===== src/rtl/uart_tx_arbiter_pkg.sv =====
// Shared definitions for the UART transmit arbiter: FSM encoding, byte width
// and the first-set-at-or-after-pointer round-robin search.
package uart_pkg;
  localparam int UART_BYTE_W = 8;
  localparam int RR_MAX_REQ  = 8;

  typedef enum logic [2:0] {
    ST_IDLE      = 3'd0,
    ST_LOAD      = 3'd1,
    ST_START     = 3'd2,
    ST_WAIT_BUSY = 3'd3,
    ST_WAIT_DONE = 3'd4
  } arb_state_e;

  // One-hot of the first set bit of req at or after ptr, wrapping at n.
  function automatic logic [RR_MAX_REQ-1:0] rr_next(
    input logic [RR_MAX_REQ-1:0] req,
    input logic [2:0]            ptr,
    input int                    n
  );
    logic [RR_MAX_REQ-1:0] gnt;
    logic                  found;
    int                    idx;
    gnt   = {RR_MAX_REQ{1'b0}};
    found = 1'b0;
    for (int k = 0; k < RR_MAX_REQ; k++) begin
      idx = int'(ptr) + k;
      idx = (idx >= n) ? idx - n : idx;
      if ((k < n) && !found && req[idx[2:0]]) begin
        gnt[idx[2:0]] = 1'b1;
        found         = 1'b1;
      end
    end
    return gnt;
  endfunction
endpackage


===== src/rtl/uart_tx_arbiter_rr_arbiter.sv =====
// Round-robin picker with a registered pointer and registered one-hot grant.
// The pointer only moves on release, stepping just past the owner.
module rr_arbiter
  import uart_pkg::*;
#(
  parameter int NUM_REQ = 3
) (
  input  logic               clk_i,
  input  logic               reset_i,
  input  logic [NUM_REQ-1:0] req_i,
  input  logic               pick_i,
  input  logic               release_i,
  output logic [NUM_REQ-1:0] grant_o
);
  logic [NUM_REQ-1:0]    grant_q, grant_d;
  logic [2:0]            ptr_q, ptr_d;
  logic [RR_MAX_REQ-1:0] req_ext_s, pick_s;
  logic [2:0]            owner_s;

  assign req_ext_s = RR_MAX_REQ'(req_i);
  assign pick_s    = rr_next(req_ext_s, ptr_q, NUM_REQ);

  // Encode the one-hot owner so the pointer can step past it.
  always_comb begin
    owner_s = 3'd0;
    for (int i = 0; i < NUM_REQ; i++) begin
      if (grant_q[i]) begin
        owner_s = 3'(i);
      end else begin
        owner_s = owner_s;
      end
    end
  end

  // Grant and pointer next state.
  always_comb begin
    grant_d = grant_q;
    ptr_d   = ptr_q;
    if (release_i) begin
      grant_d = {NUM_REQ{1'b0}};
      ptr_d   = (owner_s == 3'(NUM_REQ - 1)) ? 3'd0 : owner_s + 3'd1;
    end else if (pick_i) begin
      grant_d = NUM_REQ'(pick_s);
    end else begin
      grant_d = grant_q;
    end
  end

  // Grant and pointer registers.
  always_ff @(posedge clk_i) begin
    if (reset_i) begin
      grant_q <= {NUM_REQ{1'b0}};
      ptr_q   <= 3'd0;
    end else begin
      grant_q <= grant_d;
      ptr_q   <= ptr_d;
    end
  end

  assign grant_o = grant_q;
endmodule


===== src/rtl/uart_tx_arbiter.sv =====
// Message-level round-robin sharing of one UART transmitter among NUM_REQ byte streams.
// Define ARB_TIMEOUT_EN to force release of an owner that stalls inside a message.
module uart_tx_arbiter
  import uart_pkg::*;
#(
  parameter int NUM_REQ     = 3,
  parameter int TIMEOUT_CYC = 65535
) (
  input  logic                           clk_i,
  input  logic                           reset_i,
  input  logic [NUM_REQ-1:0]             req_valid_i,
  input  logic [UART_BYTE_W*NUM_REQ-1:0] req_data_i,
  input  logic [NUM_REQ-1:0]             req_last_i,
  output logic [NUM_REQ-1:0]             req_ready_o,
  output logic [UART_BYTE_W-1:0]         tx_data_o,
  output logic                           tx_start_o,
  input  logic                           tx_busy_i,
  output logic [NUM_REQ-1:0]             grant_o,
  output logic                           err_timeout_o
);
  if ((NUM_REQ < 2) || (NUM_REQ > RR_MAX_REQ) || (TIMEOUT_CYC < 1)) begin : g_bad_cfg
    $error("uart_tx_arbiter: NUM_REQ must be 2..8 and TIMEOUT_CYC at least 1");
  end

  arb_state_e             state_q, state_d;
  logic [NUM_REQ-1:0]     grant_s, ready_s;
  logic [UART_BYTE_W-1:0] tx_data_q, tx_data_d, sel_data_s;
  logic                   last_q, last_d, sel_last_s;
  logic                   tx_start_q, tx_start_d;
  logic                   err_timeout_q;
  logic                   hs_s, pick_s, release_s, timeout_s;

  rr_arbiter #(.NUM_REQ(NUM_REQ)) u_rr (
    .clk_i     (clk_i),
    .reset_i   (reset_i),
    .req_i     (req_valid_i),
    .pick_i    (pick_s),
    .release_i (release_s),
    .grant_o   (grant_s)
  );

  // Mux the owner's byte and last flag.
  always_comb begin
    sel_data_s = {UART_BYTE_W{1'b0}};
    sel_last_s = 1'b0;
    for (int i = 0; i < NUM_REQ; i++) begin
      if (grant_s[i]) begin
        sel_data_s = req_data_i[UART_BYTE_W*i +: UART_BYTE_W];
        sel_last_s = req_last_i[i];
      end else begin
        sel_data_s = sel_data_s;
        sel_last_s = sel_last_s;
      end
    end
  end

  assign hs_s = (state_q == ST_LOAD) && (|(req_valid_i & grant_s));

`ifdef ARB_TIMEOUT_EN
  localparam int CNT_W = $clog2(TIMEOUT_CYC + 1);
  logic [CNT_W-1:0] tmo_cnt_q, tmo_cnt_d;

  // Stall counter: runs only while the owner withholds a byte in LOAD.
  always_comb begin
    tmo_cnt_d = {CNT_W{1'b0}};
    timeout_s = 1'b0;
    if ((state_q == ST_LOAD) && !hs_s) begin
      if (tmo_cnt_q == CNT_W'(TIMEOUT_CYC - 1)) begin
        timeout_s = 1'b1;
      end else begin
        tmo_cnt_d = tmo_cnt_q + CNT_W'(1);
      end
    end else begin
      tmo_cnt_d = {CNT_W{1'b0}};
    end
  end

  // Stall counter register.
  always_ff @(posedge clk_i) begin
    if (reset_i) begin
      tmo_cnt_q <= {CNT_W{1'b0}};
    end else begin
      tmo_cnt_q <= tmo_cnt_d;
    end
  end
`else
  assign timeout_s = 1'b0;
`endif

  // State register and registered UART-side outputs.
  always_ff @(posedge clk_i) begin
    if (reset_i) begin
      state_q       <= ST_IDLE;
      tx_data_q     <= 8'h00;
      last_q        <= 1'b0;
      tx_start_q    <= 1'b0;
      err_timeout_q <= 1'b0;
    end else begin
      state_q       <= state_d;
      tx_data_q     <= tx_data_d;
      last_q        <= last_d;
      tx_start_q    <= tx_start_d;
      err_timeout_q <= timeout_s;
    end
  end

  // Next-state logic.
  always_comb begin
    state_d = state_q;
    case (state_q)
      ST_IDLE:      state_d = (!tx_busy_i && (|req_valid_i)) ? ST_LOAD : ST_IDLE;
      ST_LOAD: begin
        if (hs_s) begin
          state_d = ST_START;
        end else if (timeout_s) begin
          state_d = ST_IDLE;
        end else begin
          state_d = ST_LOAD;
        end
      end
      ST_START:     state_d = ST_WAIT_BUSY;
      ST_WAIT_BUSY: state_d = tx_busy_i ? ST_WAIT_DONE : ST_WAIT_BUSY;
      ST_WAIT_DONE: begin
        if (!tx_busy_i) begin
          state_d = last_q ? ST_IDLE : ST_LOAD;
        end else begin
          state_d = ST_WAIT_DONE;
        end
      end
      default:      state_d = ST_IDLE;
    endcase
  end

  // Output / control decode; tx_start is registered so it lands in the START cycle.
  always_comb begin
    ready_s    = {NUM_REQ{1'b0}};
    pick_s     = 1'b0;
    release_s  = 1'b0;
    tx_start_d = 1'b0;
    tx_data_d  = tx_data_q;
    last_d     = last_q;
    case (state_q)
      ST_IDLE:      pick_s = !tx_busy_i && (|req_valid_i);
      ST_LOAD: begin
        ready_s = req_valid_i & grant_s;
        if (hs_s) begin
          tx_start_d = 1'b1;
          tx_data_d  = sel_data_s;
          last_d     = sel_last_s;
        end else begin
          release_s = timeout_s;
        end
      end
      ST_WAIT_DONE: release_s = !tx_busy_i && last_q;
      default:      release_s = 1'b0;
    endcase
  end

  assign req_ready_o   = ready_s;
  assign tx_data_o     = tx_data_q;
  assign tx_start_o    = tx_start_q;
  assign grant_o       = grant_s;
  assign err_timeout_o = err_timeout_q;
endmodule


===== config.mk =====
export PLATFORM = sky130hd
export DESIGN_NAME = uart_tx_arbiter
export DESIGN_NICKNAME = d
export VERILOG_FILES = /design/src/rtl/uart_tx_arbiter_pkg.sv /design/src/rtl/uart_tx_arbiter_rr_arbiter.sv /design/src/rtl/uart_tx_arbiter.sv
export SDC_FILE = /design/constraint.sdc
export NUM_CORES = 1
export LEC_CHECK = 0
export BUFFER_PORTS_ARGS = -buffer_cell sky130_fd_sc_hd__buf_2
export CAP_MARGIN = 5
export CORE_UTILIZATION = 46
export DETAILED_ROUTE_END_ITERATION = 10
export GPL_ROUTABILITY_DRIVEN = 0
export MAX_ROUTING_LAYER = met4
export PLACE_DENSITY = 0.76
export SETUP_SLACK_MARGIN = 0.2
export SYNTH_ARGS = -nofsm -noshare
export SYNTH_HDL_FRONTEND = slang
export SYNTH_SLANG_ARGS = --single-unit
export TNS_END_PERCENT = 100

===== constraint.sdc =====
create_clock -name clk_i -period 1.9 [get_ports clk_i]
set_input_delay 0.38 -clock clk_i [delete_from_list [all_inputs] [get_ports clk_i]]
set_output_delay 0.38 -clock clk_i [all_outputs]
set_load 0.02 [all_outputs]

# Word-level counts from Yosys, hierarchy flattened
# Index checks and enable logic that the tools add are counted.
[totals]
in_bits = 33
regBits = 19
[op_classes]
mux = 39
eq_ne = 5
bitwise_logic = 4
order_cmp = 9
reduce_logical = 17
add_sub_neg = 6
[ops]
columns = ["cell", "count"]
rows = [
  ["two-way mux 3 bit", 10],
  ["two-way mux 8 bit", 3],
  ["two-way mux 1 bit", 17],
  ["one-hot mux 3 bit (5 select lines)", 1],
  ["less-than comparator 3 x 4 -> 1 bit, second input constant", 3],
  ["binary-select mux 1 bit (select 3 bit)", 3],
  ["demux 1 bit (select 3 bit)", 3],
  [">= comparator 3 x 1 -> 1 bit, second input constant", 3],
  [">= comparator 4 x 2 -> 1 bit, second input constant", 2],
  ["logical AND 1 bit", 8],
  ["== test 3 x 2 -> 1 bit, second input constant", 2],
  ["bitwise OR 3 bit", 2],
  ["OR reduction 3 bit", 2],
  ["subtractor 3 bit, second input constant", 2],
  ["adder 3 x 1 -> 4 bit, second input constant", 1],
  ["adder 3 x 2 -> 4 bit, second input constant", 1],
  ["two-way mux 2 bit", 2],
  ["OR reduction 2 bit", 2],
  ["adder 2 x 1 -> 3 bit, second input constant", 1],
  ["bitwise AND 3 bit", 1],
  ["== test 3 x 1 -> 1 bit, second input constant", 1],
  ["== test 3 bit, second input constant", 1],
  [">= comparator 3 x 2 -> 1 bit, second input constant", 1],
  ["zero test 1 bit", 3],
  ["other kinds (5)", 5],
]

# Depth between registers and ports, before layout
# Gate-level depths: netlist (run 1).
[logic_depth]
depth_word = 11
ltp_mapped = 9

# By module
# From an unflattened synthesis (run 1), not the netlist that was laid out.
[unflattened]
hier_cells = 197
area_unflattened_um2 = 1712.9
[by_module_without_submodules]
columns = ["mod", "instances", "seq_area_each_um2", "cells_per_inst", "area_per_inst_um2"]
rows = [
  ["rr_arbiter", 1, 120.1, 106, 857.1],
  ["uart_tx_arbiter", 1, 260.2, 91, 855.8],
]

# Worst setup path after synthesis (run 1)
# No wires, ideal clock.
[synth_timing]
path_kind = "register to register"
startpoint = "register u_rr.ptr_q[1]"
endpoint = "register u_rr.grant_q[2] (netlist: u_rr.grant_o[2])"
stages_incl_launch_ff = 10
path_slack_ps = -186
arrival_time_ps = 1966
t_required_ps = 1780
setup_time_ps = 120
period_less_slack_ps = 2086
path_buffers = 1
path_cell_list = "dfxtp_1 -> ha_1 -> ha_1 -> buf_4 -> or3b_1 -> a21oi_1 -> a31oi_1 -> a22o_1 -> o221ai_1 -> nor2_1"
[synth_via]
elab_chain_len = 11
[synth_rtl]
columns = ["element", "line", "source"]
rows = [
  ["from (decl)", "uart_tx_arbiter_rr_arbiter.sv:16", "logic [2:0] ptr_q, ptr_d;"],
  ["from (signal assigned)", "uart_tx_arbiter_rr_arbiter.sv:56", "ptr_q <= ptr_d;"],
  ["adder 3 x 1 -> 4 bit (tied with other cells)", "uart_tx_arbiter_pkg.sv:27", "idx = int'(ptr) + k;"],
  [">= comparator 4 x 2 -> 1 bit (tied with other cells)", "uart_tx_arbiter_pkg.sv:28", "idx = (idx >= n) ? idx - n : idx;"],
  ["two-way mux 3 bit (tied with other cells)", "uart_tx_arbiter_pkg.sv:28", ""],
  ["less-than comparator 3 x 4 -> 1 bit (not written as such) (tied with other cells)", "uart_tx_arbiter_pkg.sv:30", "gnt[idx[2:0]] = 1'b1;"],
  ["logical AND 1 bit (not written as such) (tied with other cells)", "uart_tx_arbiter_pkg.sv:30", ""],
  ["two-way mux 1 bit (not written as such) (tied with other cells)", "uart_tx_arbiter_pkg.sv:30", ""],
  ["demux 1 bit (select 3 bit) (tied with other cells)", "n/a", ""],
  ["bitwise OR 3 bit (no source line) or two-way mux 1 bit (tied branches)", "n/a", ""],
  ["two-way mux 3 bit or zero test 1 bit (tied branches)", "uart_tx_arbiter_pkg.sv:29", "if ((k < n) && !found && req[idx[2:0]]) begin"],
  ["bitwise OR 3 bit (no source line) or logical AND 1 bit (tied branches)", "n/a", ""],
  ["two-way mux 3 bit *", "uart_tx_arbiter_pkg.sv:29", ""],
  ["to (signal assigned)", "uart_tx_arbiter_rr_arbiter.sv:52", "grant_q <= {NUM_REQ{1'b0}};"],
  ["to (signal assigned)", "uart_tx_arbiter_rr_arbiter.sv:55", "grant_q <= grant_d;"],
  ["to (decl)", "uart_tx_arbiter_rr_arbiter.sv:15", "logic [NUM_REQ-1:0] grant_q, grant_d;"],
]
# Mark *: on every way between the ends. The rest lies on a longest branch, timed or not. The select of a mux whose other input is x is not followed.
# A chain may end at the register's enable or synchronous reset.

# Worst setup path in the final report (run 1)
[layout_timing]
startpoint = "register u_rr.ptr_q[0]"
endpoint = "register u_rr.grant_q[2] (netlist: u_rr.grant_o[2])"
# Same word-level chain as after synthesis.

==> impl_metrics.csv, run 1 <==
group,metric,value,unit
logic_synthesis,average_instance_area_after_synthesis,7.66,um^2
min_path,worstHoldEndpoint,"state_q[2]",
logic_synthesis,synth.lib_cells_used.distinct,51,
placement,detailed_place_hpwl,3170,um
logic_synthesis,yosys_warnings,0,
die,initial_utilization,50.3,%
sta,layout_setup_ws,-86.4,ps
placement,numPortBuffers,47,
logic_synthesis,mapped_cell_area,1590,um^2
setup_path,worst_r2r_startpoint,"u_rr.ptr_q[0]",
power_and_ir_drop,powerDensity,409,nW/um^2
setup_path,timing.reg2reg.setup_slack,-90,ps
sta,totalNegativeSetupSlack,-198,ps
logic_synthesis,synth.most_common_cell,"nand2_1",
cells_and_area,final_net_count,312,
die,row_count,20,
cts,h_tree_level_count,1,
power_and_ir_drop,p_leak,0.000932,uW
cts,cts_buffer_depth,2,
sta,finalSetupViolCount,3,
setup_path,path_class,"reg -> reg",
logic_synthesis,synthTopCellsByArea,"dfxtp_1 24%, mux2i_1 8.2%, nand2_1 6.6%",
power_and_ir_drop,seq_power_share,47.7,%
cts,cts_inserted_buffers,3,
logic_synthesis,synthesis.nets,248,
drt,avgRoutedWirePerCell,15.2,um
sta,fin_worst_hold_slack,405,ps
sta,final_max_slew_viol_count,0,
cells_and_area,share_of_final_layout_standard_cells_stronger_than_drive_strength_1,45.2,%
cts,insertion_delay,300,ps
logic_synthesis,synth_top_flop_cell,"dfxtp_1",
setup_path,worst-path-max-fanout,6,
logic_synthesis,synth_commonest_cells,"28 x nand2_1, 21 x nor2_1, 19 x dfxtp_1",
status,failed_checks,"setup timing",
logic_synthesis,synth_area_leader_cell,"dfxtp_1",
setup_path,cp.required,2100,ps
drt,first_iter_violations,196,
sta,unrepaired_setup_endpoints_after_global_routing,"yes",
setup_path,worstSetupStartpoint,"u_rr.ptr_q[0]",
cts,clkSinkCount,19,
drt,drcViolationCount,0,
grt,grt_usage,25.5,%
cells_and_area,seq_area,392,um^2
status,status,"complete, but fails checks",
setup_path,critical_path.startpoint_type,"flop",
power_and_ir_drop,p_sw_share,33.7,%
power_and_ir_drop,netSwitchingPower,310,uW
power_and_ir_drop,p_int,609,uW
die,die_x,60.7,um
die,top_level_ports,49,
power_and_ir_drop,power.ir.vdd_worst,0.526,mV
grt,grt_start_max_net_pins,23,
logic_synthesis,synthCells,207,
cells_and_area,finalCoreUtilization,71.2,%
logic_synthesis,synth_seq_area_share,24.0,%
die,placeable_core_area,3150,um^2
logic_synthesis,synth.top_cell.area_share,24.0,%
drt,routed_wirelength,4780,um
sta,clock_skew,8.71,ps
drt,ant_nets,0,
grt,number_of_global_route_vias_before_repair,1474,
logic_synthesis,synth_enable_flop_cells,0,
job,maxCapViolCount,0,
grt,antenna_found_initial,0,
cells_and_area,multi_input_logic_area,1310,um^2
logic_synthesis,ys_seq_elements,19,
cells_and_area,num-fill-cells,260,
drt,vias_per_cell,5.68,
grt,first_pass_grt_wire_length,6910,um
sta,hold_violations,0,
sta,layout_worst_path_cycle_share,105,%
logic_synthesis,synth-async-reset-ratio,0,%
sta,max_freq,0.503,GHz
setup_path,worst-r2r-cell-count,8,
min_path,min_from,"tx_busy_i",
drt,via_count,1784,
drt,first_pass_iters,4,
min_path,worst_hold_stages,3,
grt,gr-total-overflow,0,
die,floorplan.die.height,60.7,um
min_path,worst_hold_path_type,"in -> reg",
cells_and_area,insertedDiodeCount,0,
cts,cts_tree,"built",
placement,post-place-ws,-36.8,ps
cells_and_area,area_growth,41.7,%
cts,clock_tree.root_cell,"clkbuf_4",
power_and_ir_drop,power_frac_comb,28.2,%
setup_path,worstReg2RegEnd,"u_rr.grant_o[2]",
power_and_ir_drop,clockPowerShare,24.1,%
setup_path,crit_path_dat,2190,ps
cts,clk_pin_slew_worst_paths,130,ps
setup_path,endpoint_kind,"flop",
sta,post-route-min-period,1990,ps
die,overall_die_area,3690,um^2
[cell usage in the layout, fill, tap and decap left out, types with 6 or more instances in the layout]
cell     instances
dfxtp_1         14
a21oi_1         10
nor2_1          19
ha_4             6
a22oi_1         10
buf_2           46
o21ai_0         12
mux2i_1         11
buf_4           26
nand3_1          6
nand2_1         27
[power groups by stage]
stage               Clock (uW)  Sequential, uW  Combinational (uW)
floorplan                    0             452                 154
global placement             0             447                 239
detailed placement           0             446                 243
CTS                        223             438                 246
global route               241             441                 286
finish                     222             438                 259
[worst max path at each step]
stage,depth (start not counted),slack [ps],endpoint
2_1_floorplan,9,-40,u_rr.grant_o[2]
4_1_cts,8,-1,u_rr.grant_o[2]
5_1_grt,9,-190,u_rr.grant_o[2]
6_report,8,-90,u_rr.grant_o[2]
3_3_place_gp,8,5,u_rr.grant_o[2]
3_5_place_dp,8,-40,u_rr.grant_o[2]
[critical path: stages, from the launching register on]
cell,delay (ps)
dfxtp_4,390
ha_4,180
ha_4,240
or3b_1,390
a21oi_2,160
a31oi_1,60
a22o_4,280
o221ai_2,130
nor2_1,60
[area by class of cell]
class / instances / share of cell area, %
clock inverter: 1 / 0.223
clock buffer: 3 / 1.00
inverter: 7 / 1.17
tap: 44 / 2.45
multi-input combinational: 167 / 58.3
timing repair buffer: 73 / 19.4
sequential: 19 / 17.4
[stage by stage]
step	cells	power (uW)	instance area (um^2)
floorplan	207	606	1630
global placement	308	686	2020
detailed placement	308	690	2020
CTS	314	908	2110
global route	314	967	2250
finish	314	920	2250
[repair_timing]
| action | in CTS | in global routing |
|---|---|---|
| setup buffers | 2 | 0 |
| pin swaps | 10 | 6 |
| resized for setup | 9 | 25 |
| endpoints found under the setup margin | 11 | 15 |
| hold buffers | 0 | 0 |
[sequential cells by signal, indices dropped and copies added, names as in the netlist]
| signal | flops |
|---|---|
| tx_data_o | 8 |
| last_q | 1 |
| tx_start_o | 1 |
| u_rr.ptr_q | 3 |
| u_rr.grant_o | 3 |
| state_q | 3 |
[cells by family (layout without fill, tap and decap cells)]
logic type / count (synthesis) / in the layout / synth area share (%)
and+or+nand+nor: 80 / 80 / 25.0
AOI/OAI and AO/OA: 63 / 63 / 28.4
buffers and inverters: 21 / 84 / 6.55
DFF: 19 / 19 / 24.0
muxes: 14 / 14 / 8.92
adders and majority gates: 8 / 8 / 6.31
other: 1 / 1 / 0.237
xor gates and xnor gates: 1 / 1 / 0.553
[routing by layer]
metal / up-vias / GRT usage (%) / part of all wire [%] / wire (um)
li1: 869 / - / - / -
met1: 820 / 36.0 / 43 / 2030
met2: 86 / 38.9 / 49 / 2350
met3: 9 / 4.05 / 6.2 / 296
met4: 0 / 4.22 / 2.1 / 100
met5: - / - / 0 / 0
No activity file was read; power rests on OpenSTA's default activity.
==> run 2: changes to the inputs <==
GPL_TIMING_DRIVEN = 0   (was unset)
==> run 2 against run 1 <==
  * The run still ends with setup timing left
  * Clock power down 9%
  * Sequential power down 2%
  * Sequential share of layout area increased by 1.3 points
  * Global-route usage decreased by 2.0 points
  * Critical endpoint unchanged
  * Largest power group unchanged
  * Highest routed layer unchanged
==> impl_metrics.csv, run 2 (synthesized netlist as in run 1, its figures left out) <==
group,metric,value,unit
status,status,"complete, but fails checks",
status,failed_checks,"setup timing",
setup_path,path_class,"reg -> reg",
die,die_x,60.7,um
cells_and_area,largest_reg_flops,8,
cts,clock_tree.root_cell,"clkbuf_4",
sta,final_max_slew_viol_count,0,
cts,clkSinkCount,19,
placement,detailed_place.area,1910,um^2
cells_and_area,share_of_final_layout_standard_cells_stronger_than_drive_strength_1,36.9,%
cts,insertion_delay,290,ps
setup_path,crit_end,"u_rr.grant_o[2]",
cells_and_area,layout_common_cells,"48 x buf_2, 27 x nand2_1, 21 x nor2_1",
placement,placed_cells,296,
drt,first_iter_violations,71,
cells_and_area,final_net_count,305,
cells_and_area,area_growth,32.0,%
sta,max_freq,0.486,GHz
drt,routed_wirelength,4070,um
sta,layout_worst_path_cycle_share,108,%
grt,number_of_global_route_vias_before_repair,1400,
cells_and_area,layout_commonest_cell,"buf_2",
setup_path,worst-r2r-cell-count,9,
die,row_count,20,
setup_path,cpMaxStageDelayCell,"dfxtp_4",
setup_path,critical_path.cell_chain,"ha_4 -> ha_4 -> buf_6 -> or3b_1 -> a21oi_1 -> a31oi_1 -> a22o_1 -> o221ai_1 -> nor2_1",
setup_path,worst-path-max-fanout,9,
sta,layout_setup_ws,-158,ps
grt,grt_start_max_net_pins,11,
power_and_ir_drop,powerDensity,425,nW/um^2
drt,drcViolationCount,0,
grt,grt_usage,23.5,%
setup_path,critPathBufInv,1,
setup_path,worstSetupStartpoint,"u_rr.ptr_q[1]",
cells_and_area,postLayoutCellArea,2090,um^2
grt,antenna_found_initial,0,
setup_path,worst_r2r_startpoint,"u_rr.ptr_q[1]",
placement,post-place-ws,-193,ps
setup_path,crit_path_dat,2250,ps
sta,finalSetupViolCount,3,
power_and_ir_drop,p_leak,0.000878,uW
sta,clock_skew,3.39,ps
cells_and_area,layoutNonFillerInstCount,307,
cells_and_area,num-fill-cells,285,
setup_path,timing.reg2reg.setup_slack,-160,ps
min_path,worst_hold_path_type,"in -> reg",
cts,cts_tree,"built",
die,placeable_core_area,3150,um^2
job,maxCapViolCount,0,
cells_and_area,seq_area,393,um^2
setup_path,critical-path-top-cell-by-count,"ha_4",
setup_path,critical_path_depth_in_cells,9,
sta,hold_violations,0,
grt,first_pass_grt_wire_length,6380,um
drt,vias_per_cell,5.46,
sta,post-route-min-period,2060,ps
drt,first_pass_iters,4,
cts,cts_inserted_buffers,3,
cts,clk_pin_slew_worst_paths,100,ps
die,overall_die_area,3690,um^2
placement,numPortBuffers,45,
setup_path,worstReg2RegEnd,"u_rr.grant_o[2]",
drt,via_count,1676,
sta,unrepaired_setup_endpoints_after_global_routing,"yes",
placement,detailed_place_hpwl,2970,um
setup_path,critical_path.top_delay_family,"compound AO/OA/AOI/OAI gates",
setup_path,critical-path-max-stage-delay,410,ps
setup_path,endpoint_kind,"flop",
setup_path,cp.required,2090,ps
grt,gr-total-overflow,0,
die,top_level_ports,49,
cts,h_tree_level_count,1,
drt,avgRoutedWirePerCell,13.2,um
setup_path,critical_path.startpoint_type,"flop",
cells_and_area,multi_input_logic_area,1220,um^2
cts,cts_buffer_depth,2,
die,floorplan.die.height,60.7,um
die,initial_utilization,50.3,%
cells_and_area,insertedDiodeCount,0,
drt,ant_nets,0,
power_and_ir_drop,power.ir.vdd_worst,0.404,mV
-- run 2: changes by cell type in the layout (fill, tap and decap cells not counted), sizes merged --
| cell | change |
|---|---|
| buf | -13 |
| clkinvlp | +1 |
| clkinv | -1 |
| clkbuf | +7 |
| inv | -1 |
-- run 2: area by class of cell --
type                    instances  area share [%]
clock buffers                   4            1.26
multi-input cells             167            58.3
flip-flops and latches         19            18.8
well taps                      44            2.63
repair buffers                 52            13.3
plain buffers                  14            4.18
inverters                       7            1.55
-- run 2: worst min path at each step --
stage,startpoint,endpoint,cells after the start
after global routing,reset_i,state_q[0],2
after global placement,tx_data_o[6],tx_data_o[6],2
after detailed placement,tx_data_o[7],tx_data_o[7],2
final,reset_i,state_q[0],2
after floorplan,reset_i,u_rr.ptr_q[0],1
after CTS,reset_i,state_q[0],2
-- run 2: what timing repair did --
action	in CTS	in global routing
resized for setup	9	11
endpoints found under the setup margin	6	6
pin swaps	6	3
hold buffers	0	0
buffers inserted	3	4
-- run 2: through the flow --
step	setup TNS [ps]	total power (uW)	hold slack (ps)	utilization, %
floorplan	-39.0	606	442	-
global placement	-424	689	472	60.6
detailed placement	-513	691	480	60.6
CTS	-332	890	325	63.3
global route	-584	948	317	66.4
finish	-431	890	335	66.4
-- run 2: routing by layer --
layer / global-route usage, % / wire [um] / part of all wire [%]
met5: - / 0 / 0
met4: 4.87 / 32 / 0.79
met3: 4.26 / 206 / 5.1
met2: 36.9 / 1930 / 48
met1: 31.5 / 1890 / 47
-- run 2: power breakdown --
| part | total (uW) | switching, uW | internal [uW] |
|---|---|---|---|
| logic | 258 | 146 | 112 |
| clock network | 203 | 121 | 81.8 |
| registers | 430 | 17.5 | 412 |
